===== config.mk =====
export PLATFORM = sky130hd
export DESIGN_NAME = div_request_sequencer
export DESIGN_NICKNAME = d
export VERILOG_FILES = /design/src/rtl/div_request_sequencer.sv
export SDC_FILE = /design/constraint.sdc
export NUM_CORES = 1
export LEC_CHECK = 0
export ABC_AREA = 1
export BUFFER_PORTS_ARGS = -buffer_cell sky130_fd_sc_hd__buf_4
export CAP_MARGIN = 0
export CORE_UTILIZATION = 25
export CTS_CLUSTER_SIZE = 16
export DETAILED_ROUTE_END_ITERATION = 8
export PLACE_DENSITY = 0.43
export SYNTH_ARGS = -nofsm -noshare
export SYNTH_HDL_FRONTEND = slang
export SYNTH_SLANG_ARGS = --single-unit

===== constraint.sdc =====
create_clock -name clk -period 2.65 [get_ports clk]
set_input_delay 0.1325 -clock clk [delete_from_list [all_inputs] [get_ports clk]]
set_output_delay 0.1325 -clock clk [all_outputs]
set_load 0.05 [all_outputs]

===== src/rtl/div_request_sequencer.sv =====
// Request FIFO plus launch/capture sequencer around an iterative divider.
// Results come back in request order; divide-by-zero and divider stalls are resolved locally.
module div_request_sequencer #(
  parameter int WIDTH   = 8,
  parameter int DEPTH   = 4,
  parameter int TAG_W   = 4,
  parameter int TIMEOUT = WIDTH + 4
) (
  input  logic                       clk,
  input  logic                       reset,
  input  logic                       in_valid,
  output logic                       in_ready,
  input  logic [WIDTH-1:0]           in_dividend,
  input  logic [WIDTH-1:0]           in_divisor,
  input  logic                       in_sign,
  input  logic [TAG_W-1:0]           in_tag,
  output logic [$clog2(DEPTH+1)-1:0] count,
  output logic                       div_start,
  output logic                       div_sign,
  output logic [WIDTH-1:0]           div_dividend,
  output logic [WIDTH-1:0]           div_divisor,
  input  logic                       div_ready,
  input  logic [WIDTH-1:0]           div_quotient,
  input  logic [WIDTH-1:0]           div_remainder,
  output logic                       out_valid,
  input  logic                       out_ready,
  output logic [WIDTH-1:0]           out_quotient,
  output logic [WIDTH-1:0]           out_remainder,
  output logic [TAG_W-1:0]           out_tag,
  output logic                       out_dbz,
  output logic                       out_timeout
);
  localparam int AW  = $clog2(DEPTH);
  localparam int CW  = $clog2(DEPTH + 1);
  localparam int WDW = $clog2(TIMEOUT + 1);

  typedef enum logic [2:0] {IDLE, ISSUE, WAIT, DBZ, DONE} state_t;

  state_t             state;
  logic [WIDTH-1:0]   mem_dividend [DEPTH];
  logic [WIDTH-1:0]   mem_divisor  [DEPTH];
  logic               mem_sign     [DEPTH];
  logic [TAG_W-1:0]   mem_tag      [DEPTH];
  logic [AW-1:0]      wr_ptr;
  logic [AW-1:0]      rd_ptr;
  logic [WDW-1:0]     watchdog;
  logic [TAG_W-1:0]   cur_tag;
  logic               push;
  logic               pop;

  assign in_ready = (count != CW'(DEPTH));
  assign push     = in_valid && in_ready;
  assign pop      = (state == IDLE) && (count != '0);

  always_ff @(posedge clk) begin
    if (push) begin
      mem_dividend[wr_ptr] <= in_dividend;
      mem_divisor[wr_ptr]  <= in_divisor;
      mem_sign[wr_ptr]     <= in_sign;
      mem_tag[wr_ptr]      <= in_tag;
    end
  end

  always_ff @(posedge clk) begin
    if (reset) begin
      state         <= IDLE;
      wr_ptr        <= '0;
      rd_ptr        <= '0;
      count         <= '0;
      watchdog      <= '0;
      cur_tag       <= '0;
      div_start     <= 1'b0;
      div_sign      <= 1'b0;
      div_dividend  <= '0;
      div_divisor   <= '0;
      out_valid     <= 1'b0;
      out_quotient  <= '0;
      out_remainder <= '0;
      out_tag       <= '0;
      out_dbz       <= 1'b0;
      out_timeout   <= 1'b0;
    end else begin
      // Pointers are AW bits wide, so increment wraps modulo DEPTH.
      if (push) wr_ptr <= wr_ptr + 1'b1;
      if (pop)  rd_ptr <= rd_ptr + 1'b1;
      case ({push, pop})
        2'b10:   count <= count + CW'(1);
        2'b01:   count <= count - CW'(1);
        default: count <= count;
      endcase

      div_start <= 1'b0;
      case (state)
        IDLE: begin
          if (pop) begin
            div_dividend <= mem_dividend[rd_ptr];
            div_divisor  <= mem_divisor[rd_ptr];
            div_sign     <= mem_sign[rd_ptr];
            cur_tag      <= mem_tag[rd_ptr];
            if (mem_divisor[rd_ptr] == '0) begin
              state <= DBZ;
            end else begin
              state     <= ISSUE;
              div_start <= 1'b1;
            end
          end
        end
        ISSUE: begin
          watchdog <= '0;
          state    <= WAIT;
        end
        WAIT: begin
          watchdog <= watchdog + 1'b1;
          if (div_ready) begin
            out_quotient  <= div_quotient;
            out_remainder <= div_remainder;
            out_tag       <= cur_tag;
            out_dbz       <= 1'b0;
            out_timeout   <= 1'b0;
            out_valid     <= 1'b1;
            state         <= DONE;
          end else if (watchdog == WDW'(TIMEOUT - 1)) begin
            out_quotient  <= '0;
            out_remainder <= '0;
            out_tag       <= cur_tag;
            out_dbz       <= 1'b0;
            out_timeout   <= 1'b1;
            out_valid     <= 1'b1;
            state         <= DONE;
          end
        end
        DBZ: begin
          out_quotient  <= '1;
          out_remainder <= div_dividend;
          out_tag       <= cur_tag;
          out_dbz       <= 1'b1;
          out_timeout   <= 1'b0;
          out_valid     <= 1'b1;
          state         <= DONE;
        end
        DONE: begin
          if (out_ready) begin
            out_valid <= 1'b0;
            state     <= IDLE;
          end
        end
        default: state <= IDLE;
      endcase
    end
  end
endmodule

==> results.yml, run 1 <==
logic_synthesis:
  netlist.area_leader.share_pct: 44.3
  ys_ff_latch: 145
  synth_ff_type: "edfxtp_1"
  synth_common_cells: "84 x edfxtp_1, 84 x nand2_1, 74 x nor2_1, 61 x dfxtp_1, 40 x o21ai_0"
  synth_nets: 588
  yosysWarnings: 0
  synthCells: 539
  syn_area_mm2: 0.00569
  synth_area_leader_cell: "edfxtp_1"
  syn_area_per_cell_um2: 10.6
  synth_cell_type_count: 35
  synth_area_leaders: "edfxtp_1 44%, dfxtp_1 21%, nand2_1 5.5%, nor2_1 4.9%, o21ai_0 3.5%"
  synth_edf_count: 84
  async_reset_ff_share_pct: 0
  ys_seq_area_share_pct: 65.8
timing:
  finalHoldViolCount: 0
  fin_hold_ws_ns: 0.0154
  slew_headroom_pct: 40.2
  slew_violations: 0
  fin_crit_sh_pct: 77.7
  finalClockSkew_ns: 0.0113
  finalCriticalPeriod_ns: 2.06
  tightest_slew_ns: 0.896
  max_freq_mhz: 486
  rsz0062_at_grt: "false"
  setup_viol: 0
floorplan:
  die_area_mm2: 0.0234
  die_w_um: 153
  fp.dieH_um: 153
  io_pins: 87
  fp-row-count: 54
  start_util_pct: 25.8
  core_area_mm2: 0.0221
routing:
  routed_wl_um: 13900
  drtIter0Drc: 203
  drc: 0
  final_antenna_net_count: 0
  via_count: 4136
  routed_wire_length_per_instance_um: 14.6
  viasPerCell: 4.35
  drt_pass1_iterations: 5
clock_network:
  cts_sinks: 145
  insertion_delay_ns: 0.42
  cts_max_level: 4
  cts_buffer_depth: 2
  cts_resized: 0
  path_clk_slew_ns: 0.06
  postCtsSetupBuffers: 0
  clock-root-buffer: "clkbuf_16"
  cts_tree: "yes"
  numCtsBuffers: 17
power:
  p_per_area_mw_per_mm2: 1070
  total_power_w: 0.00799
  leakagePower_nw: 2.86
  ir_worst_vdd_mv: 0.430
grt:
  grt_pass1_vias: 4126
  antenna_found_initial: 1
  grt-ovfl-total: 0
  grt.total_usage_pct: 12.5
  grt_pass1_wl_um: 22400
  grt_max_degree: 31
layout:
  syn_to_final_growth_pct: 31.1
  drive_gt1_share_pct: 23.0
  fin_nets: 706
  finalNonFillerCells: 951
  final_core_util_pct: 33.8
  final_area_mm2: 0.00746
critical_path:
  crit_type: "register to register"
  arrival_ns: 2.36
  cp_max_fo: 5
  end_kind: "register"
  critPathRequiredTime_ns: 2.95
  crit_path_start_kind: "register"
place:
  hpwl_um: 9150
  portBuffers: 86
  place_inst: 890
  postPlaceCellArea_mm2: 0.00664
  place.gp.congestion: 0.765
job:
  drv_cap: 0
hold_path:
  hold_path.class: "input pin to register"
outcome:
  status: "finished clean"
==> logic make-up (layout without fill, tap and decap cells) <==
| logic type | Yosys count | after routing | synth area share, % |
|---|---|---|---|
| other | 0 | 1 | 0 |
| AO/OA/AOI/OAI | 132 | 132 | 13.4 |
| AND/OR/NAND/NOR | 195 | 195 | 14.5 |
| buffers and inverters | 60 | 191 | 4.62 |
| flip-flops | 145 | 145 | 65.8 |
| adder cells (fa/ha/maj) | 7 | 7 | 1.67 |
==> critical path: stages (launching register included) <==
cell and delay (ns):
dfxtp_1 0.37, nor3_2 0.30, o31ai_2 0.14, inv_2 0.08, ha_1 0.14, inv_1 0.07
fa_1 0.37, a21oi_1 0.13, o21ai_0 0.11, o21ai_0 0.16, a21oi_1 0.05
==> area by class of cell <==
cell class                      instances  area [µm²]
Antenna cell                            1        2.50
Clock buffer                           21         450
Clock inverter                         11        85.1
Fill cell                            2251       14600
Inverter                               35         131
Multi-Input combinational cell        334        1690
Sequential cell                       145        3740
Tap cell                              280         350
Timing Repair Buffer                  124        1000
==> where the power goes <==
group / internal, W / switching (W)
clock: 0.00123 / 0.000940
combinational: 0.000836 / 0.00194
sequential: 0.00279 / 0.000260
==> metrics by stage <==
stage	TNS, ns	setup WS, ns
floorplan	-2.03	-0.0241
global placement	0	0.638
detailed placement	0	0.599
CTS	0	0.588
global route	0	0.430
finish	0	0.592
==> final timing paths <==
kind | startpoint | endpoint | slack [ns] | cells past startpoint
hold reg to reg | out_quotient[4] | out_quotient[4] | 0.47 | 2
setup / recovery | state[2] | count[2] | 0.59 | 10
hold / removal | div_quotient[0] | out_quotient[0] | 0.02 | 3
setup reg to reg | state[2] | count[2] | 0.59 | 10
==> flip-flops by register name (all words and copies together) (netlist names), 4 cells and up, named ones only <==
signal / count
out_quotient: 8
mem_tag: 16
out_remainder: 8
div_dividend: 8
mem_dividend: 32
out_tag: 4
mem_divisor: 32
cur_tag: 4
watchdog: 4
div_divisor: 8
mem_sign: 4
==> layout by cell type, fill, tap and decap left out, types with 2 or more instances in the layout <==
master,count
inv_2,9
ha_1,6
clkinvlp_4,3
o21ai_0,40
clkinv_4,3
dlygate4sd3_1,28
a21oi_2,3
nand2_1,84
buf_4,96
a211oi_1,7
nand2_2,2
nand3_1,25
dfxtp_1,61
inv_1,24
a211oi_2,5
o21ai_1,31
nor3_2,2
inv_6,3
clkbuf_16,17
o22ai_1,9
edfxtp_1,84
clkinv_1,2
clkinv_2,2
nor2_1,74
clkbuf_1,3
a21oi_1,33
==> metal layers <==
metal	up-vias	part of all wire [%]	global-route usage [%]	wire, µm
li1	2100	-	-	-
met1	1949	47	15.6	6490
met2	78	48	20.6	6670
met3	9	3.8	3.54	521
met4	0	1.3	4.91	174
met5	-	0	0	0
==> repair_timing <==
item,in CTS,in global routing
hold buffers,28,0
hold endpoints to repair,91,0
endpoints found under the setup margin,0,0
Note: power is estimated with default switching activity, not from simulation.
==> inputs of run 2 (changes only) <==
--- a/config.mk
+++ b/config.mk
@@ -11,7 +11,7 @@
 export CORE_UTILIZATION = 25
 export CTS_CLUSTER_SIZE = 16
 export DETAILED_ROUTE_END_ITERATION = 8
-export PLACE_DENSITY = 0.43
+export PLACE_DENSITY = 0.44
 export SYNTH_ARGS = -nofsm -noshare
 export SYNTH_HDL_FRONTEND = slang
 export SYNTH_SLANG_ARGS = --single-unit
==> constraint.sdc (replaced) <==
create_clock -name clk -period 1.67 [get_ports clk]
set_input_delay 0.0835 -clock clk [delete_from_list [all_inputs] [get_ports clk]]
set_output_delay 0.0835 -clock clk [all_outputs]
set_load 0.05 [all_outputs]
==> run 2 against run 1 <==
Against the previous run: setup slack worse by 0.67 ns; the run now ends with negative setup slack left; critical endpoint unchanged; power increased by 70%; largest cell class unchanged; die area is the same; sequential cell count unchanged; core utilization is 1.9 points higher; non-clock buffer count grew 28; critical path type unchanged; register-to-register slack worse by 0.67 ns; sequential share of layout area decreased by 2.5 points.
==> results.yml, run 2 (same netlist as run 1, synthesis figures left out) <==
clock_network:
  numCtsBuffers: 17
  clock-root-buffer: "clkbuf_16"
  cts_buffer_depth: 2
  cts_sinks: 145
  path_clk_slew_ns: 0.06
  insertion_delay_ns: 0.42
  cts_max_level: 4
  cts_tree: "yes"
layout:
  fin_nets: 734
  diodes: 0
  final_cell_mix: "117 x buf_4, 84 x edfxtp_1, 83 x nand2_1"
  final_common_cell: "buf_4"
  multi_input_area_mm2: 0.00178
  ff_latch_area_mm2: 0.00376
  reg.largest.list: "mem_dividend: 32 flops, mem_divisor: 32 flops, mem_tag: 16 flops"
  n_fill_cell: 2221
  syn_to_final_growth_pct: 38.5
  drive_gt1_share_pct: 28.4
routing:
  viasPerCell: 4.37
  final_antenna_net_count: 0
  drc: 0
  via_count: 4277
  routed_wl_um: 14300
  drtIter0Drc: 258
  routed_wire_length_per_instance_um: 14.6
  drt_pass1_iterations: 4
outcome:
  status: "finished with violations"
  violations: "negative setup slack"
critical_path:
  crit_path_start_kind: "register"
  end_kind: "register"
  arrival_ns: 2.06
  crit_type: "register to register"
  cp_max_fo: 2
  critPathRequiredTime_ns: 1.98
floorplan:
  die_area_mm2: 0.0234
  start_util_pct: 25.8
  die_w_um: 153
  fp.dieH_um: 153
  core_area_mm2: 0.0221
  io_pins: 87
  fp-row-count: 54
timing:
  finalCriticalPeriod_ns: 1.75
  fin_crit_sh_pct: 105
  slew_violations: 0
  finalClockSkew_ns: 0.00628
  finalHoldViolCount: 0
  max_freq_mhz: 572
  worst_slack_ns: -0.0775
  rsz0062_at_grt: "true"
  tightest_slew_ns: 0.497
  slew_headroom_pct: 66.8
  finalSetupTns_ns: -0.145
  setup_viol: 2
place:
  place.gp.congestion: 0.752
  place_ws_ns: -0.0770
  hpwl_um: 9490
  portBuffers: 86
hold_path:
  hold_path.class: "input pin to register"
power:
  p_per_area_mw_per_mm2: 1730
  leakagePower_nw: 3.06
  ir_worst_vdd_mv: 0.795
grt:
  grt-ovfl-total: 0
  grt_pass1_wl_um: 23000
  grt.total_usage_pct: 12.9
  antenna_found_initial: 1
  grt_pass1_vias: 4271
  grt_max_degree: 31
job:
  drv_cap: 0
[run 2: layer usage]
| metal | GRT usage, % | vias to the layer above | part of all wire [%] | wire length, µm |
|---|---|---|---|---|
| li1 | - | 2163 | - | - |
| met1 | 16.8 | 2000 | 49 | 6930 |
| met2 | 20.6 | 101 | 45 | 6450 |
| met3 | 4.11 | 11 | 5.2 | 747 |
| met4 | 3.61 | 2 | 0.88 | 125 |
| met5 | 0 | - | 0.091 | 13 |
[run 2: per-stage QoR]
step	power, W	utilization [%]	instances	area (µm²)	hold WS [ns]
6_report	0.0136	35.7	978	7880	0.0241
5_1_grt	0.0145	35.7	978	7880	0.0471
4_1_cts	0.0138	35.6	977	7870	0.0141
3_5_place_dp	0.00990	31.6	914	6980	0.289
3_3_place_gp	0.00984	31.6	914	6980	0.285
2_1_floorplan	0.00817	-	539	5800	0.148
[run 2: power breakdown]
part           switching [W]  leakage (nW)  internal, W
Sequential          0.000341          1.27      0.00445
Clock                0.00150         0.284      0.00221
Combinational        0.00336          1.50      0.00177
[run 2: worst max-delay path, cell delays in order, from the launching register on]
cell	delay (ns)
dfxtp_4	0.35
nor3_4	0.22
o31ai_4	0.11
inv_2	0.08
ha_4	0.12
inv_2	0.03
fa_2	0.34
a21oi_2	0.11
o21ai_1	0.08
o21ai_1	0.14
a21oi_1	0.05
[run 2: final cells by class]
type / instances / share of cell area (%)
Tap cell: 280 / 4.44
Clock inverter: 15 / 1.97
Multi-Input combinational cell: 334 / 22.6
Sequential cell: 145 / 47.7
Timing Repair Buffer: 152 / 16.2
Clock buffer: 17 / 5.40
Inverter: 35 / 1.67
[run 2: what timing repair did]
item	in CTS	in global routing
endpoints found under the setup margin	2	2
gates resized for setup	0	2
endpoints found under the hold margin	92	0
hold buffers	29	0
buffers inserted	2	1
pin swaps	1	2
gates cloned	0	0
[run 2: worst paths after layout]
| kind | from | to | slack [ns] | cells after the start |
|---|---|---|---|---|
| max | state[1] | count[2] | -0.08 | 10 |
| min | div_ready | out_quotient[7] | 0.02 | 3 |
| max reg2reg | state[1] | count[2] | -0.08 | 10 |
| min reg2reg | out_quotient[3] | out_quotient[3] | 0.47 | 2 |
